**src/rtl/core_pkg.sv**
```systemverilog
// core_pkg: shared definitions for the pipeline sequencing logic.
//   ctrl_state_e : sequencing FSM states (RUN / MEM_WAIT / FLUSH)
//   seq_ctrl_t   : the enable/flush/redirect bundle driven to the pipeline
//   CTRL_ZERO    : control word loaded into a pipeline register as a bubble
package core_pkg;

  typedef enum logic [1:0] {
    RUN      = 2'd0,
    MEM_WAIT = 2'd1,
    FLUSH    = 2'd2
  } ctrl_state_e;

  // Width of the per-instruction control word carried by IF/ID and ID/EX.
  localparam int CTRL_WORD_W = 12;
  // A bubble is an instruction with every control bit cleared.
  localparam logic [CTRL_WORD_W-1:0] CTRL_ZERO = '0;

  typedef struct packed {
    logic pc_en;
    logic ifid_en;
    logic idex_en;
    logic exmem_en;
    logic ifid_flush;
    logic idex_flush;
    logic pc_redirect;
  } seq_ctrl_t;

  // Everything frozen (data-memory stall).
  localparam seq_ctrl_t SEQ_HOLD = '{default: 1'b0};

  // Normal flow: every register loads, nothing is squashed.
  localparam seq_ctrl_t SEQ_FLOW = '{pc_en: 1'b1, ifid_en: 1'b1, idex_en: 1'b1,
                                     exmem_en: 1'b1, ifid_flush: 1'b0,
                                     idex_flush: 1'b0, pc_redirect: 1'b0};

  // Flow with IF/ID and ID/EX squashed (reset and post-redirect cycles).
  localparam seq_ctrl_t SEQ_SQUASH = '{pc_en: 1'b1, ifid_en: 1'b1, idex_en: 1'b1,
                                       exmem_en: 1'b1, ifid_flush: 1'b1,
                                       idex_flush: 1'b1, pc_redirect: 1'b0};

  // Redirect: squash the wrong-path instructions and load the corrected PC.
  localparam seq_ctrl_t SEQ_REDIRECT = '{pc_en: 1'b1, ifid_en: 1'b1, idex_en: 1'b1,
                                         exmem_en: 1'b1, ifid_flush: 1'b1,
                                         idex_flush: 1'b1, pc_redirect: 1'b1};

  // Load-use: hold PC and IF/ID, insert one bubble into ID/EX, let EX advance.
  localparam seq_ctrl_t SEQ_LOAD_USE = '{pc_en: 1'b0, ifid_en: 1'b0, idex_en: 1'b1,
                                         exmem_en: 1'b1, ifid_flush: 1'b0,
                                         idex_flush: 1'b1, pc_redirect: 1'b0};

endpackage

```
**src/rtl/hazard_detect.sv**
```systemverilog
// hazard_detect: combinational hazard classification for the instruction
// pair sitting in ID and EX.
//   id_rs1/id_rs2, id_uses_rs1/id_uses_rs2 : ID-stage source operands
//   ex_rd, ex_MemRd, ex_RegWr              : EX-stage destination / class
//   ex_Branch, ex_Jump, ex_PCspecial       : EX control-flow class
//   ex_predicted_bit, ex_taken             : prediction vs. real outcome
//   load_use   : ID needs a value an EX load has not produced yet
//   mispredict : fetch went down the wrong path, EX must redirect
module hazard_detect (
  input  logic [4:0] id_rs1,
  input  logic [4:0] id_rs2,
  input  logic       id_uses_rs1,
  input  logic       id_uses_rs2,
  input  logic [4:0] ex_rd,
  input  logic       ex_MemRd,
  input  logic       ex_RegWr,
  input  logic       ex_Branch,
  input  logic       ex_Jump,
  input  logic       ex_PCspecial,
  input  logic       ex_predicted_bit,
  input  logic       ex_taken,
  output logic       load_use,
  output logic       mispredict
);

  logic rs1_hit;
  logic rs2_hit;

  assign rs1_hit = id_uses_rs1 && (id_rs1 == ex_rd);
  assign rs2_hit = id_uses_rs2 && (id_rs2 == ex_rd);

  // x0 is hard-wired zero, so a load targeting it creates no dependency.
  assign load_use = ex_MemRd && ex_RegWr && (ex_rd != 5'd0) && (rs1_hit || rs2_hit);

  // jalr targets are never predicted, so it always redirects.
  assign mispredict = ex_PCspecial ||
                      ((ex_Branch || ex_Jump) && (ex_taken != ex_predicted_bit));

endmodule

```
**src/rtl/hazard_ctrl.sv**
```systemverilog
// hazard_ctrl: pipeline sequencing controller for the 5-stage core.
// Each cycle decides whether PC, IF/ID, ID/EX and EX/MEM load, hold or take a
// bubble, and keeps saturating stall / flush statistics.
//   clk, rst (sync, active-high)
//   id_*, ex_*            : hazard inputs from ID and EX
//   mem_MemRd, mem_MemWr  : MEM-stage access in flight
//   dmem_ready            : completion strobe; an access in flight without it
//                           this cycle freezes the whole pipeline
//   pc_en .. exmem_en     : register load enables
//   ifid_flush, idex_flush: load CTRL_ZERO (bubble)
//   pc_redirect           : select the corrected PC computed in EX
//   mem_err               : sticky data-memory timeout
//   ctrl_state            : current FSM state (RUN=0, MEM_WAIT=1, FLUSH=2)
//   stall_cnt, flush_cnt  : saturating event counters
module hazard_ctrl
  import core_pkg::*;
#(
  parameter int FLUSH_CYCLES = 1,
  parameter int MEM_TIMEOUT  = 255,
  parameter int CNT_W        = 16
) (
  input  logic             clk,
  input  logic             rst,
  input  logic [4:0]       id_rs1,
  input  logic [4:0]       id_rs2,
  input  logic             id_uses_rs1,
  input  logic             id_uses_rs2,
  input  logic [4:0]       ex_rd,
  input  logic             ex_MemRd,
  input  logic             ex_RegWr,
  input  logic             ex_Branch,
  input  logic             ex_Jump,
  input  logic             ex_PCspecial,
  input  logic             ex_predicted_bit,
  input  logic             ex_taken,
  input  logic             mem_MemRd,
  input  logic             mem_MemWr,
  input  logic             dmem_ready,
  output logic             pc_en,
  output logic             ifid_en,
  output logic             idex_en,
  output logic             exmem_en,
  output logic             ifid_flush,
  output logic             idex_flush,
  output logic             pc_redirect,
  output logic             mem_err,
  output logic [1:0]       ctrl_state,
  output logic [CNT_W-1:0] stall_cnt,
  output logic [CNT_W-1:0] flush_cnt
);

  localparam logic [2:0]  FLUSH_INIT = 3'(FLUSH_CYCLES - 1);
  localparam logic [15:0] TMO_LIMIT  = 16'(MEM_TIMEOUT);

  logic load_use;
  logic mispredict;
  logic mem_busy;

  hazard_detect u_detect (
    .id_rs1           (id_rs1),
    .id_rs2           (id_rs2),
    .id_uses_rs1      (id_uses_rs1),
    .id_uses_rs2      (id_uses_rs2),
    .ex_rd            (ex_rd),
    .ex_MemRd         (ex_MemRd),
    .ex_RegWr         (ex_RegWr),
    .ex_Branch        (ex_Branch),
    .ex_Jump          (ex_Jump),
    .ex_PCspecial     (ex_PCspecial),
    .ex_predicted_bit (ex_predicted_bit),
    .ex_taken         (ex_taken),
    .load_use         (load_use),
    .mispredict       (mispredict)
  );

  assign mem_busy = (mem_MemRd || mem_MemWr) && !dmem_ready;

  ctrl_state_e      state_q, state_d;
  logic [2:0]       fctr_q, fctr_d;   // flush cycles still owed
  logic [15:0]      tmo_q, tmo_d;     // consecutive stalled memory cycles
  logic             err_q, set_err;
  logic [CNT_W-1:0] stall_q, flush_q;
  logic             stall_ev, flush_ev;
  seq_ctrl_t        ctl;

  // Cycle classification. A stalled access beats everything. Owed flush
  // cycles come next: they are paid in FLUSH and, if a memory stall cut a
  // flush sequence short, in the MEM_WAIT cycle where the access completes.
  // Otherwise the RUN rules apply (also for the unused encoding).
  logic hold_cyc;
  logic flush_cyc;

  assign hold_cyc  = mem_busy;
  assign flush_cyc = !mem_busy &&
                     ((state_q == FLUSH) || ((state_q == MEM_WAIT) && (fctr_q != 3'd0)));

  always_comb begin
    ctl      = SEQ_FLOW;
    state_d  = state_q;
    fctr_d   = fctr_q;
    tmo_d    = tmo_q;
    set_err  = 1'b0;
    stall_ev = 1'b0;
    flush_ev = 1'b0;

    if (rst) begin
      ctl     = SEQ_SQUASH;
      state_d = RUN;
      fctr_d  = 3'd0;
      tmo_d   = 16'd0;
    end else if (hold_cyc) begin
      // The flush counter is left alone so an interrupted flush resumes.
      ctl      = SEQ_HOLD;
      stall_ev = 1'b1;
      state_d  = MEM_WAIT;
      if (state_q != MEM_WAIT) begin
        tmo_d = 16'd1;
      end else if (tmo_q < TMO_LIMIT) begin
        tmo_d = tmo_q + 16'd1;
      end
      set_err = (tmo_d >= TMO_LIMIT);
    end else if (flush_cyc) begin
      // EX holds a bubble here, so any mispredict/load_use is ignored.
      ctl     = SEQ_SQUASH;
      fctr_d  = (fctr_q == 3'd0) ? 3'd0 : fctr_q - 3'd1;
      state_d = (fctr_q <= 3'd1) ? RUN : FLUSH;
    end else begin
      state_d = RUN;
      if (mispredict) begin
        ctl      = SEQ_REDIRECT;
        flush_ev = 1'b1;
        if (FLUSH_CYCLES > 1) begin
          state_d = FLUSH;
          fctr_d  = FLUSH_INIT;
        end
      end else if (load_use) begin
        ctl      = SEQ_LOAD_USE;
        stall_ev = 1'b1;
      end
    end
  end

  always_ff @(posedge clk) begin
    if (rst) begin
      state_q <= RUN;
      fctr_q  <= 3'd0;
      tmo_q   <= 16'd0;
      err_q   <= 1'b0;
      stall_q <= '0;
      flush_q <= '0;
    end else begin
      state_q <= state_d;
      fctr_q  <= fctr_d;
      tmo_q   <= tmo_d;
      err_q   <= err_q || set_err;
      if (stall_ev && (stall_q != {CNT_W{1'b1}})) begin
        stall_q <= stall_q + 1'b1;
      end
      if (flush_ev && (flush_q != {CNT_W{1'b1}})) begin
        flush_q <= flush_q + 1'b1;
      end
    end
  end

  assign pc_en       = ctl.pc_en;
  assign ifid_en     = ctl.ifid_en;
  assign idex_en     = ctl.idex_en;
  assign exmem_en    = ctl.exmem_en;
  assign ifid_flush  = ctl.ifid_flush;
  assign idex_flush  = ctl.idex_flush;
  assign pc_redirect = ctl.pc_redirect;
  assign mem_err     = err_q;
  assign ctrl_state  = state_q;
  assign stall_cnt   = stall_q;
  assign flush_cnt   = flush_q;

endmodule
```
**config.mk**
```make
export PLATFORM = sky130hd
export DESIGN_NAME = hazard_ctrl
export DESIGN_NICKNAME = d
export VERILOG_FILES = /design/src/rtl/core_pkg.sv /design/src/rtl/hazard_detect.sv /design/src/rtl/hazard_ctrl.sv
export SDC_FILE = /design/constraint.sdc
export NUM_CORES = 1
export LEC_CHECK = 0
export ABC_AREA = 1
export CORE_MARGIN = 2
export CORE_UTILIZATION = 35
export CTS_CLUSTER_SIZE = 40
export DETAILED_ROUTE_END_ITERATION = 10
export DONT_BUFFER_PORTS = 1
export GPL_TIMING_DRIVEN = 0
export MAX_ROUTING_LAYER = met4
export PLACE_DENSITY_LB_ADDON = 0.2
export RECOVER_POWER = 100
export SYNTH_ARGS = -nofsm -noshare
export SYNTH_HDL_FRONTEND = slang
export SYNTH_SLANG_ARGS = --single-unit
export TNS_END_PERCENT = 5
```
**constraint.sdc**
```tcl
create_clock -name clk -period 4.6 [get_ports clk]
set_input_delay 0.46 -clock clk [delete_from_list [all_inputs] [get_ports clk]]
set_output_delay 0.46 -clock clk [all_outputs]
set_load 0.03 [all_outputs]
```
==> summary.md <==
| Metric | Value |
|---|---|
| WL met2 | 3530 um |
| Clock root cell | clkbuf_8 |
| Met3 Wirelength | 448 um |
| Post-Route WL | 7810 um |
| Post-synthesis async set-or-reset flop share | 0 |
| Status | finished clean |
| Clk_skew | 0.00779 ns |
| Core footprint | 9240 um^2 |
| Post-route DRC | 0 |
| Die H | 102 um |
| Mapped Cells | 490 |
| Syn Nets | 524 |
| Final min period | 3.37 ns |
| Number of DRC markers in iteration 0 | 54 |
| Synthesized cell area | 3340 um^2 |
| Effective utilization at floorplan | 0.362 |
| Post-DP HPWL | 6100 um |
| Placed cells | 619 |
| Die Area | 10,300 um^2 |
| Crit Path Max Fanout | 10 |
| Cell variety after synth | 43 |
| Final Slew Violations | 0 |
| Worst-margin pin slew | 0.671 ns |
| Worst path slowest cell | dfxtp_1 |
| Via count | 3,013 |
| Layout net count | 531 |
| Largest net degree at the start of global routing | 15 |
| Worst-skew pair later-pin latency | 0.30 ns |
| Crit end category | output port |
| First-pass GRT wire length | 13,000 um |
| Avg Synthesized Cell Area | 6.82 um^2 |
| TritonCTS clock tree | done |
| Vias in the first global route | 2,879 |
| Clock sink count | 54 |
| TritonCTS Buffers | 5 |
| GRT Total Usage | 0.159 |
| Vias per cell | 4.81 |
| Hold worst-path end | stall_cnt[9]$_SDFFE_PP0P_ |
| Worst hold path stage count | 2 |
| WP data arrival | 2.91 ns |
| CP top delay family | simple AND/OR/NAND/NOR gates |
| Bufs and invs on worst path | 3 |
| Max stage delay on crit path | 0.56 ns |
| Worst EP required | 4.14 ns |
| Fin. Hold Viols | 0 |
| Mean routed wirelength per cell | 12.5 um |
| R2r setup slk | 1.46 ns |
| CTS HTree Levels | 2 |
| DR pass1 iterations | 5 |
| Top Metal Used | met4 |
| Post-synth EDFFs | 0 |
| Hold buffers post-CTS | 0 |
| Final setup fails | 0 |
| YS warnings | 0 |
| Min-delay src | rst |
| Worst hold slack | 0.372 ns |
| R2R cell count | 11 |
| Clock-pin slew on the worst setup and hold paths | 0.09 ns |
| Post-CTS Resized | 0 |
| MaxCap Viol Count | 0 |
| ANT cells | 0 |
| Die Wd | 102 um |
| Initial antenna violation count | 0 |
| Startpoint Class | flop |
| Final Non-Filler Cells | 626 |
| Sequential area share after synthesis | 0.324 |
| Final worst-path cycle share | 0.732 |
| Gr ovfl total | 0 |
| PD cells | 235 nW/um^2 |
| Num ports | 71 |
| Crit Reg-Reg Endpoint | flush_cnt[0]$_SDFFE_PP0P_ |
| Post-CTS setup buffer count | 0 |
| Slew headroom | 0.554 |
| Worst ir drop on vdd | 126 uV |
| Yosys reg bits | 54 |
| Critical-path cell list | nor2_1 > nand2_4 > nand2_1 > nor3_1 > nand3_2 > nand2_1 > clkbuf_1 > inv_1 > clkbuf_1 |
| Hold/Removal Path Class | primary input to flop |
| Predominant post-synthesis flop cell | dfxtp_1 |
| Count of input and output buffers | 0 |
| LEAKAGE | 1.42 nW |
| WL met1 | 3770 um |
| Antenna-violating nets left | 0 |
| RSZ-0062 raised after global routing | false |
| Fraction of layout cells with a size suffix above 1 | 0.0644 |
| Routability cong. | 0.864 |
| Fmax | 0.297 GHz |
| Clock Tree Buf Depth | 2 |
| Crit Path Class | flop to output port |
| Row cnt | 35 |
| TNS Setup | 0 ns |
| Reg-to-reg startpoint | ctrl_state[0]$_SDFF_PP0_ |
| Layout area overhead | 2.73% |
cells in the mapped netlist (2+ instances only):
cell type | instances | share of area
a211oi_2 | 2 | 0.0075
a21oi_1 | 31 | 0.046
buf_4 | 3 | 0.0067
buf_6 | 2 | 0.0067
buf_8 | 2 | 0.0090
clkbuf_1 | 6 | 0.0067
dfxtp_1 | 54 | 0.32
ha_1 | 5 | 0.019
inv_1 | 57 | 0.064
inv_2 | 4 | 0.0045
nand2_1 | 119 | 0.13
nand2_2 | 4 | 0.0075
nand2_4 | 7 | 0.024
nand3_1 | 48 | 0.072
nand3_2 | 3 | 0.0090
nand4_1 | 8 | 0.015
nor2_1 | 58 | 0.065
nor2_2 | 4 | 0.0075
nor2_4 | 3 | 0.010
nor3_1 | 10 | 0.015
o21ai_0 | 15 | 0.022
o21ai_1 | 2 | 0.0030
xnor2_1 | 8 | 0.021
xor2_1 | 16 | 0.042
logic make-up after synthesis:
| group | synth area share |
|---|---|
| AND/OR/NAND/NOR | 0.389 |
| buffers and inverters | 0.102 |
| AO/OA/AOI/OAI | 0.104 |
| flip-flops | 0.324 |
| XOR/XNOR | 0.0629 |
| adder cells (fa/ha/maj) | 0.0187 |
registers in the layout (all words and copies together), names as in the netlist:
register    flops
flush_cnt      16
fctr_q          3
stall_cnt      16
mem_err         1
ctrl_state      2
tmo_q          16
worst reg2reg max path: stages, from the launching register on:
cell and delay (ns):
dfxtp_1 0.53, inv_1 0.12, nor2_1 0.51, nand2_4 0.06, nand2_1 0.11, nor2_1 0.04, and2_0 0.33, nand2_1 0.41
clkinvlp_2 0.29, clkbuf_1 0.32, o21ai_0 0.24, a21oi_1 0.05
cell usage in the layout (no fill, tap or decap), types with 3 or more instances in the layout:
cell type	synthesis	layout
clkbuf_1	6	13
a21oi_1	31	31
nand2_1	119	124
clkbuf_8	0	5
nand3_1	48	48
nand2_2	4	4
nor2_1	58	62
ha_1	5	5
xor2_1	16	16
nand4_1	8	8
nor2_2	4	3
o21ai_0	15	18
inv_2	4	4
dfxtp_1	54	54
xnor2_1	8	8
nand3_2	3	3
nand2_4	7	3
inv_1	57	57
nor3_1	10	11
worst max path at each step:
stage	start	end	slack, ns	cells past startpoint
final	ctrl_state[1]$_SDFF_PP0_	pc_en	1.23	9
after global routing	ctrl_state[1]$_SDFF_PP0_	pc_en	0.96	9
after CTS	ctrl_state[0]$_SDFF_PP0_	pc_en	1.89	10
after detailed placement	ctrl_state[0]$_SDFF_PP0_	pc_en	2.24	10
after global placement	ctrl_state[0]$_SDFF_PP0_	pc_en	2.26	10
after floorplan	fctr_q[0]$_SDFFE_PP0P_	pc_en	2.44	11
where the power goes:
part	internal [W]	total, W	switching (W)
logic	0.0000190	0.0000714	0.0000524
clock network	0.000105	0.000252	0.000147
registers	0.000471	0.000483	0.0000122
per-stage QoR:
stage	cell area (um^2)	setup slack (ns)	total power, W	util
after detailed placement	3500	2.24	0.000578	0.379
after CTS	3580	1.89	0.000836	0.387
after floorplan	3340	2.44	0.000560	-
after global routing	3430	0.964	0.000851	0.371
after global placement	3500	2.26	0.000577	0.379
final	3430	1.23	0.000807	0.371
area by class of cell:
type / instances / area, um^2
clock buffers: 7 / 76.3
plain buffers: 14 / 65.1
flip-flops and latches: 54 / 1080
multi-input cells: 360 / 1810
well taps: 129 / 161
fillers: 1033 / 5810
inverters: 62 / 234
per-layer routing:
metal,vias up,global-route usage
li1,1574,-
met1,1357,0.191
met2,76,0.270
met3,6,0.0366
met4,0,0.0374
met5,-,-
Power figures use the tool's default switching activity.
